**config.mk**
```make
export PLATFORM = sky130hd
export DESIGN_NAME = ps2_key_decoder_flat
export DESIGN_NICKNAME = d
export VERILOG_FILES = /design/src/rtl/ps2_key_decoder_pkg.sv /design/src/rtl/ps2_key_decoder_if.sv /design/src/rtl/ps2_key_decoder_rx_frame.sv /design/src/rtl/ps2_key_decoder.sv /design/src/flat_wrapper.sv
export SDC_FILE = /design/constraint.sdc
export NUM_CORES = 1
export LEC_CHECK = 0
export BUFFER_PORTS_ARGS = -buffer_cell sky130_fd_sc_hd__buf_2
export CAP_MARGIN = 20
export CORE_ASPECT_RATIO = 1.2
export CORE_MARGIN = 1
export CORE_UTILIZATION = 30
export DETAILED_ROUTE_END_ITERATION = 10
export GPL_TIMING_DRIVEN = 0
export PLACE_DENSITY = 0.56
export RECOVER_POWER = 25
export REMOVE_ABC_BUFFERS = 1
export SLEW_MARGIN = 15
export SYNTH_ARGS = -nofsm -noshare
export SYNTH_HDL_FRONTEND = slang
export SYNTH_SLANG_ARGS = --single-unit
```
**constraint.sdc**
```tcl
create_clock -name clk -period 3 [get_ports clk]
set_input_delay 0 -clock clk [delete_from_list [all_inputs] [get_ports clk]]
set_output_delay 0 -clock clk [all_outputs]
set_load 0.02 [all_outputs]
```
**src/rtl/ps2_key_decoder_pkg.sv**
```systemverilog
// Shared types and scan-code constants for the PS/2 keyboard receiver and decoder.
package ps2_pkg;

    typedef enum logic [1:0] {
        ST_IDLE   = 2'd0,
        ST_DATA   = 2'd1,
        ST_PARITY = 2'd2,
        ST_STOP   = 2'd3
    } frame_state_e;

    typedef enum logic [2:0] {
        DIR_NONE  = 3'd0,
        DIR_UP    = 3'd1,
        DIR_DOWN  = 3'd2,
        DIR_LEFT  = 3'd3,
        DIR_RIGHT = 3'd4
    } dir_e;

    localparam logic [7:0] CODE_E0    = 8'hE0;
    localparam logic [7:0] CODE_F0    = 8'hF0;
    localparam logic [7:0] CODE_UP    = 8'h75;
    localparam logic [7:0] CODE_DOWN  = 8'h72;
    localparam logic [7:0] CODE_LEFT  = 8'h6B;
    localparam logic [7:0] CODE_RIGHT = 8'h74;

    // Set-2 arrow scan code to direction; anything else maps to DIR_NONE.
    function automatic dir_e arrow_dir(input logic [7:0] code);
        dir_e d;
        case (code)
            CODE_UP:    d = DIR_UP;
            CODE_DOWN:  d = DIR_DOWN;
            CODE_LEFT:  d = DIR_LEFT;
            CODE_RIGHT: d = DIR_RIGHT;
            default:    d = DIR_NONE;
        endcase
        return d;
    endfunction

    function automatic logic odd_parity_ok(input logic [7:0] data, input logic par);
        return ^{data, par};
    endfunction

endpackage

```
**src/rtl/ps2_key_decoder_if.sv**
```systemverilog
// PS/2 line inputs and decoded key/direction event outputs of ps2_key_decoder.
interface ps2_key_decoder_if;
    logic       ps2_clk;
    logic       ps2_data;
    logic       key_valid;
    logic [7:0] key_code;
    logic       key_ext;
    logic       key_break;
    logic       frame_err;
    logic [2:0] dir_out;

    modport master (
        output ps2_clk, ps2_data,
        input  key_valid, key_code, key_ext, key_break, frame_err, dir_out
    );

    modport slave (
        input  ps2_clk, ps2_data,
        output key_valid, key_code, key_ext, key_break, frame_err, dir_out
    );
endinterface

```
**src/rtl/ps2_key_decoder_rx_frame.sv**
```systemverilog
// PS/2 frame receiver: synchroniser, tick-sampled glitch filter, falling-edge
// strobe, 11-bit frame FSM and inter-edge watchdog. Strobes are valid in the cycle they fire.
module ps2_rx_frame
    import ps2_pkg::*;
#(
    parameter int CLK_DIV       = 4,
    parameter int FILT_LEN      = 8,
    parameter int TIMEOUT_TICKS = 2500
) (
    input  logic       clk,
    input  logic       clr,
    input  logic       ps2_clk_i,
    input  logic       ps2_data_i,
    output logic       byte_valid_o,
    output logic [7:0] byte_o,
    output logic       frame_err_o
);

    localparam int DIV_W = $clog2(CLK_DIV + 1);
    localparam int WD_W  = $clog2(TIMEOUT_TICKS + 1);
    localparam logic [DIV_W-1:0] DIV_LAST = DIV_W'(CLK_DIV - 1);
    localparam logic [WD_W-1:0]  WD_LIMIT = WD_W'(TIMEOUT_TICKS);

    logic [DIV_W-1:0]    div_q;
    logic [1:0]          clk_sync_q, data_sync_q;
    logic [FILT_LEN-1:0] clk_sh_q, data_sh_q;
    logic                clk_filt_q, data_filt_q, clk_prev_q;
    logic                tick_s, fall_s;

    frame_state_e        state_q, state_d;
    logic [2:0]          bitcnt_q, bitcnt_d;
    logic [7:0]          shift_q, shift_d;
    logic                par_q, par_d;
    logic [WD_W-1:0]     wd_q, wd_d;

    assign tick_s = (div_q == DIV_LAST);
    assign fall_s = clk_prev_q & ~clk_filt_q;
    assign byte_o = shift_q;

    // Tick divider, synchronisers, glitch filters and edge-detect history.
    always_ff @(posedge clk or posedge clr) begin
        if (clr) begin
            div_q       <= '0;
            clk_sync_q  <= 2'b11;
            data_sync_q <= 2'b11;
            clk_sh_q    <= {FILT_LEN{1'b1}};
            data_sh_q   <= {FILT_LEN{1'b1}};
            clk_filt_q  <= 1'b1;
            data_filt_q <= 1'b1;
            clk_prev_q  <= 1'b1;
        end else begin
            div_q       <= tick_s ? '0 : div_q + 1'b1;
            clk_sync_q  <= {clk_sync_q[0], ps2_clk_i};
            data_sync_q <= {data_sync_q[0], ps2_data_i};
            if (tick_s) begin
                clk_sh_q  <= {clk_sh_q[FILT_LEN-2:0], clk_sync_q[1]};
                data_sh_q <= {data_sh_q[FILT_LEN-2:0], data_sync_q[1]};
            end
            if (&clk_sh_q)       clk_filt_q <= 1'b1;
            else if (~|clk_sh_q) clk_filt_q <= 1'b0;
            if (&data_sh_q)       data_filt_q <= 1'b1;
            else if (~|data_sh_q) data_filt_q <= 1'b0;
            clk_prev_q <= clk_filt_q;
        end
    end

    // Frame FSM and watchdog state registers.
    always_ff @(posedge clk or posedge clr) begin
        if (clr) begin
            state_q  <= ST_IDLE;
            bitcnt_q <= 3'd0;
            shift_q  <= 8'h00;
            par_q    <= 1'b0;
            wd_q     <= '0;
        end else begin
            state_q  <= state_d;
            bitcnt_q <= bitcnt_d;
            shift_q  <= shift_d;
            par_q    <= par_d;
            wd_q     <= wd_d;
        end
    end

    // Next-state: bits are taken on the filtered falling edge; the watchdog
    // only runs inside a frame and is cleared by every edge.
    always_comb begin
        state_d      = state_q;
        bitcnt_d     = bitcnt_q;
        shift_d      = shift_q;
        par_d        = par_q;
        wd_d         = wd_q;
        byte_valid_o = 1'b0;
        frame_err_o  = 1'b0;
        if (fall_s) begin
            wd_d = '0;
            case (state_q)
                ST_IDLE: begin
                    if (!data_filt_q) begin
                        state_d  = ST_DATA;
                        bitcnt_d = 3'd0;
                    end else begin
                        state_d = ST_IDLE;
                    end
                end
                ST_DATA: begin
                    shift_d  = {data_filt_q, shift_q[7:1]};
                    bitcnt_d = bitcnt_q + 3'd1;
                    if (bitcnt_q == 3'd7) state_d = ST_PARITY;
                    else                  state_d = ST_DATA;
                end
                ST_PARITY: begin
                    par_d   = data_filt_q;
                    state_d = ST_STOP;
                end
                ST_STOP: begin
                    if (data_filt_q && odd_parity_ok(shift_q, par_q)) byte_valid_o = 1'b1;
                    else                                              frame_err_o  = 1'b1;
                    state_d = ST_IDLE;
                end
                default: state_d = ST_IDLE;
            endcase
        end else if (state_q != ST_IDLE) begin
            if (wd_q == WD_LIMIT) begin
                frame_err_o = 1'b1;
                state_d     = ST_IDLE;
                wd_d        = '0;
            end else if (tick_s) begin
                wd_d = wd_q + 1'b1;
            end else begin
                wd_d = wd_q;
            end
        end else begin
            wd_d = '0;
        end
    end

endmodule

```
**src/rtl/ps2_key_decoder.sv**
```systemverilog
// PS/2 keyboard decoder top: E0/F0 prefix resolution into key events, and an
// arrow-key tracker producing hold-qualified, optionally repeating direction pulses.
module ps2_key_decoder
    import ps2_pkg::*;
#(
    parameter int CLK_DIV       = 4,
    parameter int FILT_LEN      = 8,
    parameter int TIMEOUT_TICKS = 2500,
    parameter int HOLD_CYCLES   = 2_000_000,
    parameter int REPEAT_CYCLES = 0
) (
    input  logic             clk,
    input  logic             clr,
    ps2_key_decoder_if.slave bus
);

    localparam int HOLD_W  = $clog2(HOLD_CYCLES + 1);
    localparam int REP_MAX = (REPEAT_CYCLES > 0) ? REPEAT_CYCLES : 1;
    localparam int REP_W   = $clog2(REP_MAX + 1);
    localparam logic [HOLD_W-1:0] HOLD_LAST = HOLD_W'(HOLD_CYCLES - 1);
    localparam logic [REP_W-1:0]  REP_LAST  = REP_W'(REP_MAX - 1);

    logic       rx_valid_s, rx_err_s;
    logic [7:0] rx_byte_s;

    ps2_rx_frame #(
        .CLK_DIV       (CLK_DIV),
        .FILT_LEN      (FILT_LEN),
        .TIMEOUT_TICKS (TIMEOUT_TICKS)
    ) u_rx (
        .clk          (clk),
        .clr          (clr),
        .ps2_clk_i    (bus.ps2_clk),
        .ps2_data_i   (bus.ps2_data),
        .byte_valid_o (rx_valid_s),
        .byte_o       (rx_byte_s),
        .frame_err_o  (rx_err_s)
    );

    logic        ext_q, ext_d, brk_q, brk_d;
    logic        key_valid_q, key_valid_d, key_ext_q, key_ext_d, key_break_q, key_break_d;
    logic [7:0]  key_code_q, key_code_d;
    logic        frame_err_q, frame_err_d;
    dir_e        held_q, held_d, dir_q, dir_d;
    logic [HOLD_W-1:0] hold_cnt_q, hold_cnt_d;
    logic [REP_W-1:0]  rep_cnt_q, rep_cnt_d;
    logic        fired_q, fired_d;
    logic        prefix_s, arrow_evt_s, evt_clear_s, evt_new_s;
    dir_e        ev_dir_s;

    assign prefix_s    = (rx_byte_s == CODE_E0) || (rx_byte_s == CODE_F0);
    assign ev_dir_s    = arrow_dir(rx_byte_s);
    assign arrow_evt_s = rx_valid_s && !prefix_s && ext_q && (ev_dir_s != DIR_NONE);
    assign evt_clear_s = arrow_evt_s && brk_q && (ev_dir_s == held_q);
    assign evt_new_s   = arrow_evt_s && !brk_q && (ev_dir_s != held_q);

    assign bus.key_valid = key_valid_q;
    assign bus.key_code  = key_code_q;
    assign bus.key_ext   = key_ext_q;
    assign bus.key_break = key_break_q;
    assign bus.frame_err = frame_err_q;
    assign bus.dir_out   = dir_q;

    // Prefix flags and registered key-event outputs.
    always_comb begin
        ext_d       = ext_q;
        brk_d       = brk_q;
        key_valid_d = 1'b0;
        key_code_d  = key_code_q;
        key_ext_d   = key_ext_q;
        key_break_d = key_break_q;
        frame_err_d = rx_err_s;
        if (rx_err_s) begin
            ext_d = 1'b0;
            brk_d = 1'b0;
        end else if (rx_valid_s) begin
            case (rx_byte_s)
                CODE_E0: ext_d = 1'b1;
                CODE_F0: brk_d = 1'b1;
                default: begin
                    key_valid_d = 1'b1;
                    key_code_d  = rx_byte_s;
                    key_ext_d   = ext_q;
                    key_break_d = brk_q;
                    ext_d       = 1'b0;
                    brk_d       = 1'b0;
                end
            endcase
        end else begin
            key_valid_d = 1'b0;
        end
    end

    // Arrow tracker: an event in the same cycle as a due pulse overrides it;
    // a repeated make of the held arrow falls through and keeps counting.
    always_comb begin
        held_d     = held_q;
        hold_cnt_d = hold_cnt_q;
        rep_cnt_d  = rep_cnt_q;
        fired_d    = fired_q;
        dir_d      = DIR_NONE;
        if (evt_clear_s) begin
            held_d     = DIR_NONE;
            hold_cnt_d = '0;
            rep_cnt_d  = '0;
            fired_d    = 1'b0;
        end else if (evt_new_s) begin
            held_d     = ev_dir_s;
            hold_cnt_d = '0;
            rep_cnt_d  = '0;
            fired_d    = 1'b0;
        end else if (held_q == DIR_NONE) begin
            hold_cnt_d = '0;
            rep_cnt_d  = '0;
            fired_d    = 1'b0;
        end else if (!fired_q) begin
            if (hold_cnt_q == HOLD_LAST) begin
                dir_d   = held_q;
                fired_d = 1'b1;
            end else begin
                hold_cnt_d = hold_cnt_q + 1'b1;
            end
        end else if (REPEAT_CYCLES > 0) begin
            if (rep_cnt_q == REP_LAST) begin
                dir_d     = held_q;
                rep_cnt_d = '0;
            end else begin
                rep_cnt_d = rep_cnt_q + 1'b1;
            end
        end else begin
            rep_cnt_d = '0;
        end
    end

    // State and output registers.
    always_ff @(posedge clk or posedge clr) begin
        if (clr) begin
            ext_q       <= 1'b0;
            brk_q       <= 1'b0;
            key_valid_q <= 1'b0;
            key_code_q  <= 8'h00;
            key_ext_q   <= 1'b0;
            key_break_q <= 1'b0;
            frame_err_q <= 1'b0;
            held_q      <= DIR_NONE;
            dir_q       <= DIR_NONE;
            hold_cnt_q  <= '0;
            rep_cnt_q   <= '0;
            fired_q     <= 1'b0;
        end else begin
            ext_q       <= ext_d;
            brk_q       <= brk_d;
            key_valid_q <= key_valid_d;
            key_code_q  <= key_code_d;
            key_ext_q   <= key_ext_d;
            key_break_q <= key_break_d;
            frame_err_q <= frame_err_d;
            held_q      <= held_d;
            dir_q       <= dir_d;
            hold_cnt_q  <= hold_cnt_d;
            rep_cnt_q   <= rep_cnt_d;
            fired_q     <= fired_d;
        end
    end

endmodule

```
**src/flat_wrapper.sv**
```systemverilog
// flat-port wrapper written by rule: the top's interface ports become plain ports
module ps2_key_decoder_flat import ps2_pkg::*;
#(
    parameter int CLK_DIV       = 4,
    parameter int FILT_LEN      = 8,
    parameter int TIMEOUT_TICKS = 2500,
    parameter int HOLD_CYCLES   = 2_000_000,
    parameter int REPEAT_CYCLES = 0
)
  (clk, clr, bus_ps2_clk, bus_ps2_data, bus_key_valid, bus_key_code, bus_key_ext, bus_key_break, bus_frame_err, bus_dir_out);
  ps2_key_decoder_if bus_i ();
  input  logic clk;
  input  logic clr;
  input wire logic [$bits(bus_i.ps2_clk)-1:0] bus_ps2_clk;
  input wire logic [$bits(bus_i.ps2_data)-1:0] bus_ps2_data;
  output wire logic [$bits(bus_i.key_valid)-1:0] bus_key_valid;
  output wire logic [$bits(bus_i.key_code)-1:0] bus_key_code;
  output wire logic [$bits(bus_i.key_ext)-1:0] bus_key_ext;
  output wire logic [$bits(bus_i.key_break)-1:0] bus_key_break;
  output wire logic [$bits(bus_i.frame_err)-1:0] bus_frame_err;
  output wire logic [$bits(bus_i.dir_out)-1:0] bus_dir_out;
  assign bus_i.ps2_clk = bus_ps2_clk;
  assign bus_i.ps2_data = bus_ps2_data;
  assign bus_key_valid = bus_i.key_valid;
  assign bus_key_code = bus_i.key_code;
  assign bus_key_ext = bus_i.key_ext;
  assign bus_key_break = bus_i.key_break;
  assign bus_frame_err = bus_i.frame_err;
  assign bus_dir_out = bus_i.dir_out;
  ps2_key_decoder #(.CLK_DIV(CLK_DIV), .FILT_LEN(FILT_LEN), .TIMEOUT_TICKS(TIMEOUT_TICKS), .HOLD_CYCLES(HOLD_CYCLES), .REPEAT_CYCLES(REPEAT_CYCLES)) u_core (.clk(clk), .clr(clr), .bus(bus_i));
endmodule
```
==> metrics.cfg, run 1 <==
[synth]
async_reset_ff_share_pct = 100
syn_avg_cell_area_um2 = 11.5
seq_area_frac_synth_pct = 53.0
syn_inst = 390
synth_edf_count = 0
synth_area_um2 = 4490
synthFlopType = dfrtp_1
yosysUniqueCellTypes = 55
synth_seq_cells = 94
yosysWarnings = 0

[cells_and_area]
fin_util_pct = 35.4
synthToLayoutAreaGrowth_pct = 14.4
num_antenna_cells = 0
fin_cells = 616
drive_gt1_share_pct = 25.7
num-nets-final = 421

[timing]
fmax_mhz = 355
rsz0062_at_grt = false
max_slew.worst_pin.slew_ps = 1860
finalClockSkew_ps = 5.12
period_needed_ps = 2820
hold_violations = 0
finalMaxSlewViolations = 42
finalHoldWorstSlack_ps = 303
setup_viol = 0
post-route-period-util_pct = 93.9
fin_tns_setup_ps = 0
maxSlewHeadroom_pct = -24.8

[critical_path]
cp_cell_sequence = nand3b_1, or3_1, o21ai_1, a31oi_4, nor3b_2, nor3_1
cp_slowest_cell = nor3b_2
path_buf_inv = 0
crit_family = simple AND/OR/NAND/NOR gates
arrival_ps = 2990
endpoint_kind = register
crit_type = register to register
cp_max_fo = 12
worstSetupStartpointType = register
crit_required_ps = 3180
critPathMaxStageDelay_ps = 820

[global_routing]
overflow = 0
grt_usage_pct = 11.0
grt_max_degree = 54
grt_first_pass_wirelength_mm = 13.5
grt_antenna_before_repair = 0
grt_pass1_vias = 2990

[clock_tree]
insertion_delay_ps = 330
numClockSinks = 94
root_buffer = clkbuf_16
ctsResizeCount = 0
cts_setup_buffers = 0
cts_tree = yes
clk_pin_slew_ps = 70
cts.path.max_buffers = 2
cts_htree_levels = 3
cts-buffers-inserted = 9

[run_status]
violations = capacitance limit, slew limit
outcome = finished, violations left

[floorplanning]
ios = 19
die_h_um = 136
start_util_pct = 30.9
dieArea_um2 = 15500
die_w_um = 114
coreArea_um2 = 14500
num_rows = 48

[routing]
drt_iter0_markers = 170
drc_errors = 0
ant_nets = 0
drt-total-wl_mm = 7.79
wl_per_cell_um = 12.6
num_vias = 2964
via_per_inst = 4.81
firstDrtPassIters = 4

[placed_design]
dpl.hpwl_mm = 5.31
numPlacedInstances = 596
io_buffers = 18
routabilityCongestion = 0.778

[run]
maxCapViolations = 1

[power]
ir_drop_mv = 0.251
pwr_density_cell_nw_per_um2 = 506
total_power_mw = 2.60
leakage_nw = 2.11

[min_path]
min_path_type = input port to register

## final timing paths
kind | to | slack [ps] | depth (start not counted) | from
worst max-delay path | u_core.bus.dir_out[1] | 180 | 6 | u_core.u_rx.byte_o[7]
worst min-delay path | u_core.u_rx.clk_sync_q[0] | 300 | 2 | bus_ps2_clk
worst max register to register | u_core.bus.dir_out[1] | 180 | 6 | u_core.u_rx.byte_o[7]
worst min register to register | u_core.u_rx.data_sync_q[1] | 360 | 0 | u_core.u_rx.data_sync_q[0]
max in group asynchronous | u_core.u_rx.clk_sync_q[1] | 1380 | 4 | clr
min in group asynchronous | u_core.hold_cnt_q[0] | 670 | 3 | clr
## cell families (layout without fill, tap and decap cells)
| group | after synthesis | after routing | synth area share (%) |
|---|---|---|---|
| adders and majority gates | 6 | 6 | 1.67 |
| DFF | 94 | 94 | 53.0 |
| buffers and inverters | 28 | 53 | 2.92 |
| xor gates and xnor gates | 38 | 38 | 7.88 |
| muxes | 36 | 36 | 8.97 |
| and+or+nand+nor | 146 | 147 | 19.0 |
| AOI/OAI and AO/OA | 42 | 42 | 6.54 |
## worst reg2reg max path: stages, from the launching register on
cell      delay, ps
dfrtp_1         450
nand3b_1        320
or3_1           460
o21ai_1         320
a31oi_4         190
nor3b_2         820
nor3_1          110
## stage by stage
stage	setup WS, ps	cell area, µm²
after floorplan	430	4410
after global placement	-519	4750
after detailed placement	165	4820
after CTS	152	5130
after global routing	4.57	5140
final	184	5140
## Yosys cell counts, types with 3 or more instances
library cell / count / area share [%]
dfrtp_1: 71 / 40
mux2_2: 34 / 8.5
nor3_1: 29 / 3.2
dfstp_2: 23 / 13
nand2_1: 23 / 1.9
nor2_1: 20 / 1.7
xor2_1: 20 / 3.9
o21ai_0: 18 / 2.0
nand3_1: 16 / 1.8
xnor2_1: 16 / 3.1
inv_1: 12 / 1.0
and4_1: 9 / 1.8
clkbuf_1: 9 / 0.75
nand4_1: 8 / 1.1
a21oi_1: 6 / 0.67
ha_1: 6 / 1.7
and3_1: 5 / 0.70
nor2b_1: 5 / 0.70
and2_1: 3 / 0.42
buf_2: 3 / 0.33
nand3b_1: 3 / 0.50
or4_1: 3 / 0.50
or4bb_1: 3 / 0.75
## per-layer routing
metal  share of wire [%]  vias to the layer above  global-route usage, %
li1                    -                     1444                      -
met1                  45                     1474                   12.8
met2                  51                       37                   19.1
met3                 2.5                        9                   2.05
met4                 1.7                        0                   5.56
met5                   0                        -                      0
## area by class of cell
cell class,count,area [µm²]
clock inverter,5,30.0
inverter,12,46.3
multi-input combinational,269,2000
sequential,94,2380
fill,1457,9390
timing repair buffer,25,178
clock buffer,11,254
tap,200,250
## layout by cell type (no fill, tap or decap), types with 5 or more instances in the layout
| master | instances |
|---|---|
| a21oi_1 | 6 |
| and3_1 | 5 |
| mux2_2 | 34 |
| nor3_1 | 28 |
| dfstp_2 | 22 |
| nand4_1 | 8 |
| nand2_1 | 23 |
| dfrtp_1 | 71 |
| and4_1 | 9 |
| nand3_1 | 16 |
| o21ai_0 | 17 |
| xor2_1 | 20 |
| buf_2 | 15 |
| clkbuf_16 | 10 |
| nor2_1 | 20 |
| ha_1 | 6 |
| xnor2_1 | 16 |
| inv_1 | 11 |
## power by group
part | switching (mW) | total, mW | leakage (nW) | internal (mW)
combinational | 0.0834 | 0.154 | 0.737 | 0.0702
clock | 0.470 | 1.08 | 0.145 | 0.612
sequential | 0.0464 | 1.37 | 1.23 | 1.32
## flip-flops by register name (all words and copies together), names as in the netlist, 3 cells and up
| register | flops |
|---|---|
| u_core.hold_cnt_q | 21 |
| u_core.u_rx.wd_q | 12 |
| u_core.bus.key_code | 8 |
| u_core.u_rx.byte_o | 8 |
| u_core.u_rx.clk_sh_q | 8 |
| u_core.u_rx.data_sh_q | 8 |
| u_core.bus.dir_out | 3 |
| u_core.held_q | 3 |
| u_core.u_rx.bitcnt_q | 3 |
| u_core.u_rx.div_q | 3 |
## repair_timing
item	in CTS	in global routing
hold buffers	3	0
endpoints found under the hold margin	41	0
setup endpoints to repair	0	24
No activity file was read; power rests on OpenSTA's default activity.
==> inputs of run 2 (changes only) <==
--- a/config.mk
+++ b/config.mk
@@ -6,14 +6,14 @@
 export NUM_CORES = 1
 export LEC_CHECK = 0
 export BUFFER_PORTS_ARGS = -buffer_cell sky130_fd_sc_hd__buf_2
-export CAP_MARGIN = 20
+export CAP_MARGIN = 0
 export CORE_ASPECT_RATIO = 1.2
 export CORE_MARGIN = 1
 export CORE_UTILIZATION = 30
+export CTS_CLUSTER_SIZE = 20
 export DETAILED_ROUTE_END_ITERATION = 10
 export GPL_TIMING_DRIVEN = 0
 export PLACE_DENSITY = 0.56
-export RECOVER_POWER = 25
 export REMOVE_ABC_BUFFERS = 1
 export SLEW_MARGIN = 15
 export SYNTH_ARGS = -nofsm -noshare
==> run 2 against run 1 <==
Effect of this change:
- the run now ends clean
- fmax is 0.91% higher
- first-iteration DRC count is 1.2% lower
- register-to-register slack better by 30 ps
- wire length is 0.28% higher
- design area is 0.19% higher
- clock power hardly changed
- critical path depth stayed put
- critical path type unchanged
- critical endpoint unchanged
- largest power group unchanged
- highest routed layer unchanged
==> metrics.cfg, run 2 (same netlist as run 1, synthesis figures left out) <==
[timing]
fin_tns_setup_ps = 0
post-route-period-util_pct = 93.0
max_slew.worst_pin.slew_ps = 973
fin_ws_ps = 209
fmax_mhz = 358
finalHoldWorstSlack_ps = 267
period_needed_ps = 2790
maxSlewHeadroom_pct = 35.0
finalMaxSlewViolations = 0
finalClockSkew_ps = 7.42
setup_viol = 0
rsz0062_at_grt = false
hold_violations = 0

[clock_tree]
cts-buffers-inserted = 9
cts_tree = yes
cts_setup_buffers = 0
clk_pin_slew_ps = 70
insertion_delay_ps = 340
numClockSinks = 94
root_buffer = clkbuf_16
cts.path.max_buffers = 2
cts_htree_levels = 3

[floorplanning]
dieArea_um2 = 15500
num_rows = 48
ios = 19
start_util_pct = 30.9
coreArea_um2 = 14500
die_h_um = 136
die_w_um = 114

[min_path]
min_path_type = input port to asynchronous set/reset pin

[cells_and_area]
largest_reg_flops = 21
drive_gt1_share_pct = 26.4
multi_input_area_um2 = 2000
top_register = u_core.hold_cnt_q
fin_cells = 616
synthToLayoutAreaGrowth_pct = 14.6
num-nets-final = 421
final_common_cell = dfrtp_1
layout_common_cells = 71 x dfrtp_1, 34 x mux2_2, 28 x nor3_1
fin_util_pct = 35.4
n_fill_cell = 1455
top_regs = u_core.hold_cnt_q (21), u_core.u_rx.wd_q (12)
final-seq-area_um2 = 2380
num_antenna_cells = 0

[global_routing]
grt_usage_pct = 11.0
grt_antenna_before_repair = 0
overflow = 0
grt_max_degree = 54
grt_pass1_vias = 2980
grt_first_pass_wirelength_mm = 13.6

[routing]
drt-total-wl_mm = 7.81
ant_nets = 0
via_per_inst = 4.80
num_vias = 2957
drc_errors = 0
wl_per_cell_um = 12.7
firstDrtPassIters = 4
drt_iter0_markers = 168

[placed_design]
routabilityCongestion = 0.778
dp_slack_ps = 176
numPlacedInstances = 596
io_buffers = 18
dpl.hpwl_mm = 5.30

[critical_path]
crit_required_ps = 3180
cp_cell_sequence = nand3b_1, or3_1, o21ai_1, a31oi_4, nor3b_2, nor3_1
endpoint_kind = register
cp_slowest_cell = nor3b_2
arrival_ps = 2970
worstSetupStartpointType = register
crit_type = register to register
cp_max_fo = 12
critPathMaxStageDelay_ps = 790

[run]
maxCapViolations = 0

[run_status]
outcome = complete, no violations

[power]
pwr_density_cell_nw_per_um2 = 508
leakage_nw = 2.12
ir_drop_mv = 0.273

-- run 2: cell count changes in the layout (fill, tap and decap cells not counted) --
cell,change
clkbuf_1,-2
clkinvlp_4,+1
clkinv_2,-1
clkinvlp_2,-1
inv_6,-1
dfstp_2,+1
clkbuf_8,+1
dfstp_1,-1
buf_2,+3
-- run 2: metrics by stage --
stage,total power [mW],area [µm²]
2_1_floorplan,1.50,4410
3_3_place_gp,1.54,4750
3_5_place_dp,1.55,4820
4_1_cts,2.66,5140
5_1_grt,2.74,5150
6_report,2.62,5150
-- run 2: repair_timing --
item | in CTS | in global routing
endpoints found under the setup margin | 0 | 21
endpoints found under the hold margin | 41 | 0
hold buffers | 3 | 0
resized for setup | 0 | 0
-- run 2: worst paths after layout --
path	slack, ps	depth (start not counted)	from	end
max in group asynchronous	2060	4	clr	u_core.u_rx.clk_sync_q[1]
hold reg to reg	360	0	u_core.u_rx.data_sync_q[0]	u_core.u_rx.data_sync_q[1]
hold / removal	270	3	clr	u_core.hold_cnt_q[1]
setup reg to reg	210	6	u_core.u_rx.byte_o[7]	u_core.bus.dir_out[1]
setup / recovery	210	6	u_core.u_rx.byte_o[7]	u_core.bus.dir_out[1]
min in group clk	300	2	bus_ps2_clk	u_core.u_rx.clk_sync_q[0]
-- run 2: final cells by class --
class,count,area share [%]
flip-flops and latches,94,46.2
multi-input cells,269,38.8
clock buffers,13,5.27
well taps,200,4.86
repair buffers,25,3.52
inverters,12,0.923
clock inverters,3,0.340
-- run 2: where the power goes --
group	total (mW)	leakage, nW	internal, mW	switching (mW)
Combinational	0.155	0.753	0.0704	0.0846
Clock	1.10	0.141	0.633	0.463
Sequential	1.37	1.23	1.32	0.0457
-- run 2: metal layers --
| metal | up-vias | GRT usage [%] | routed length (µm) |
|---|---|---|---|
| met2 | 26 | 18.8 | 3950 |
| met4 | 0 | 5.56 | 150 |
| met5 | - | 0 | 0 |
| li1 | 1447 | - | - |
| met3 | 10 | 2.23 | 169 |
| met1 | 1474 | 13.1 | 3530 |
-- run 2: worst max-delay path: cells and delay by family (launching register included) --
family	cells	cell delay, ps
compound gates	2	510
flops	1	450
simple gates	4	1680
==> inputs of run 3 (changes only) <==
--- a/config.mk
+++ b/config.mk
@@ -13,7 +13,7 @@
 export CTS_CLUSTER_SIZE = 20
 export DETAILED_ROUTE_END_ITERATION = 10
 export GPL_TIMING_DRIVEN = 0
-export PLACE_DENSITY = 0.56
+export PLACE_DENSITY = 0.53
 export REMOVE_ABC_BUFFERS = 1
 export SLEW_MARGIN = 15
 export SYNTH_ARGS = -nofsm -noshare
==> run 3 against run 2 <==
Effect of this change:
- clock-buffer cell count is 3 lower
- via count rose by 0.14%
- clock skew is 2.9 ps higher
- hold slack better by 2.0 ps
- non-clock buffer count is the same
- critical path type unchanged
- critical endpoint is now u_core.hold_cnt_q[7]
- largest power group unchanged
==> metrics.cfg, run 3 (same netlist as run 1, synthesis figures left out) <==
[critical_path]
crit_required_ps = 3200
endpoint_kind = register
cp_slowest_cell = nor3b_4
critPathMaxStageDelay_ps = 620
crit_family = simple AND/OR/NAND/NOR gates
cp_max_fo = 13
path_buf_inv = 0
worstSetupStartpointType = register
cp_cell_sequence = or3b_4, a211oi_4, xnor2_1, a31oi_4, nor3b_4, nor3_1
crit_type = register to register
arrival_ps = 2830

[clock_tree]
cts_tree = yes
numClockSinks = 94
cts_htree_levels = 3
cts-buffers-inserted = 9
clk_pin_slew_ps = 70
cts.path.max_buffers = 2
root_buffer = clkbuf_16
insertion_delay_ps = 340

[timing]
finalClockSkew_ps = 10.3
rsz0062_at_grt = false
finalHoldWorstSlack_ps = 269
period_needed_ps = 2640
finalMaxSlewViolations = 0
hold_violations = 0
setup_viol = 0
maxSlewHeadroom_pct = 39.2
fmax_mhz = 379
max_slew.worst_pin.slew_ps = 911
post-route-period-util_pct = 87.8

[floorplanning]
coreArea_um2 = 14500
ios = 19
die_h_um = 136
die_w_um = 114
start_util_pct = 30.9
num_rows = 48
dieArea_um2 = 15500

[power]
leakage_nw = 2.12
switching_share_pct = 23.5
ir_drop_mv = 0.248
clockPowerShare_pct = 42.9
power_switching_mw = 0.627
pwr_density_cell_nw_per_um2 = 517
p_comb_share_pct = 5.9
seq_power_share_pct = 51.3
p_int_mw = 2.04

[cells_and_area]
num-nets-final = 421
drive_gt1_share_pct = 26.7
n_fill_cell = 1456
top_regs = u_core.hold_cnt_q (21), u_core.u_rx.wd_q (12)
num_antenna_cells = 0
top_register = u_core.hold_cnt_q
fin_util_pct = 35.5
synthToLayoutAreaGrowth_pct = 15.0
largest_reg_flops = 21
layout_common_cells = 71 x dfrtp_1, 34 x mux2_2, 28 x nor3_1
final_common_cell = dfrtp_1

[run]
maxCapViolations = 0

[routing]
wl_per_cell_um = 13.4
ant_nets = 0
num_vias = 2961
drt-total-wl_mm = 8.26
firstDrtPassIters = 6
drt_iter0_markers = 161
drc_errors = 0
via_per_inst = 4.81

[global_routing]
overflow = 0
grt_max_degree = 54
grt_first_pass_wirelength_mm = 14.0
grt_usage_pct = 11.4
grt_pass1_vias = 3015
grt_antenna_before_repair = 0

[placed_design]
io_buffers = 18
routabilityCongestion = 0.725
dpl.hpwl_mm = 5.46

[run_status]
outcome = complete, no violations

[min_path]
min_path_type = input port to asynchronous set/reset pin

[run 3: layout make-up]
class / instances / area (µm²) / share of cell area [%]
Clock buffer: 10 / 229 / 4.43
Clock inverter: 6 / 72.6 / 1.41
Inverter: 12 / 47.5 / 0.921
Multi-Input combinational cell: 269 / 2010 / 38.9
Sequential cell: 94 / 2380 / 46.1
Tap cell: 200 / 250 / 4.84
Timing Repair Buffer: 25 / 178 / 3.44
[run 3: per-layer routing]
metal,global-route usage (%),wire [µm],vias up
li1,-,-,1441
met1,13.1,3690,1473
met2,19.9,4200,31
met3,1.60,141,16
met4,7.09,229,0
met5,0,0,-
[run 3: worst paths after layout]
check,start,to,slack [ps],depth (start not counted)
max in group asynchronous,clr,u_core.u_rx.clk_sh_q[4],2030,4
hold reg to reg,u_core.u_rx.clk_sync_q[0],u_core.u_rx.clk_sync_q[1],360,0
min in group clk,bus_ps2_clk,u_core.u_rx.clk_sync_q[0],290,2
hold / removal,clr,u_core.u_rx.div_q[0],270,3
setup reg to reg,u_core.u_rx.byte_o[4],u_core.hold_cnt_q[7],360,6
setup / recovery,u_core.u_rx.byte_o[4],u_core.hold_cnt_q[7],360,6
[run 3: power by group through the flow]
stage / Combinational, mW / Sequential, mW / Clock (mW)
2_1_floorplan: 0.122 / 1.38 / 0
6_report: 0.156 / 1.37 / 1.14
3_5_place_dp: 0.157 / 1.39 / 0
4_1_cts: 0.161 / 1.37 / 1.19
5_1_grt: 0.181 / 1.38 / 1.22
3_3_place_gp: 0.149 / 1.39 / 0
[run 3: what timing repair did]
action	in CTS	in global routing
hold buffers	3	0
setup endpoints to repair	0	25
gates resized for setup	0	1
endpoints found under the hold margin	37	0
buffers inserted	0	0
[run 3: tightest hold or removal path, stage by stage]
cell and delay, ps:
dlygate4sd3_1 530, buf_2 130, inv_4 390
[run 3: metrics by stage]
stage,cells,power [mW],TNS [ps],setup slack (ps),area (µm²)
2_1_floorplan,374,1.50,0,430,4410
3_3_place_gp,592,1.54,-44240,-630,4750
3_5_place_dp,596,1.55,0,142,4810
4_1_cts,615,2.72,0,138,5150
5_1_grt,616,2.78,0,191,5160
6_report,616,2.67,0,365,5160
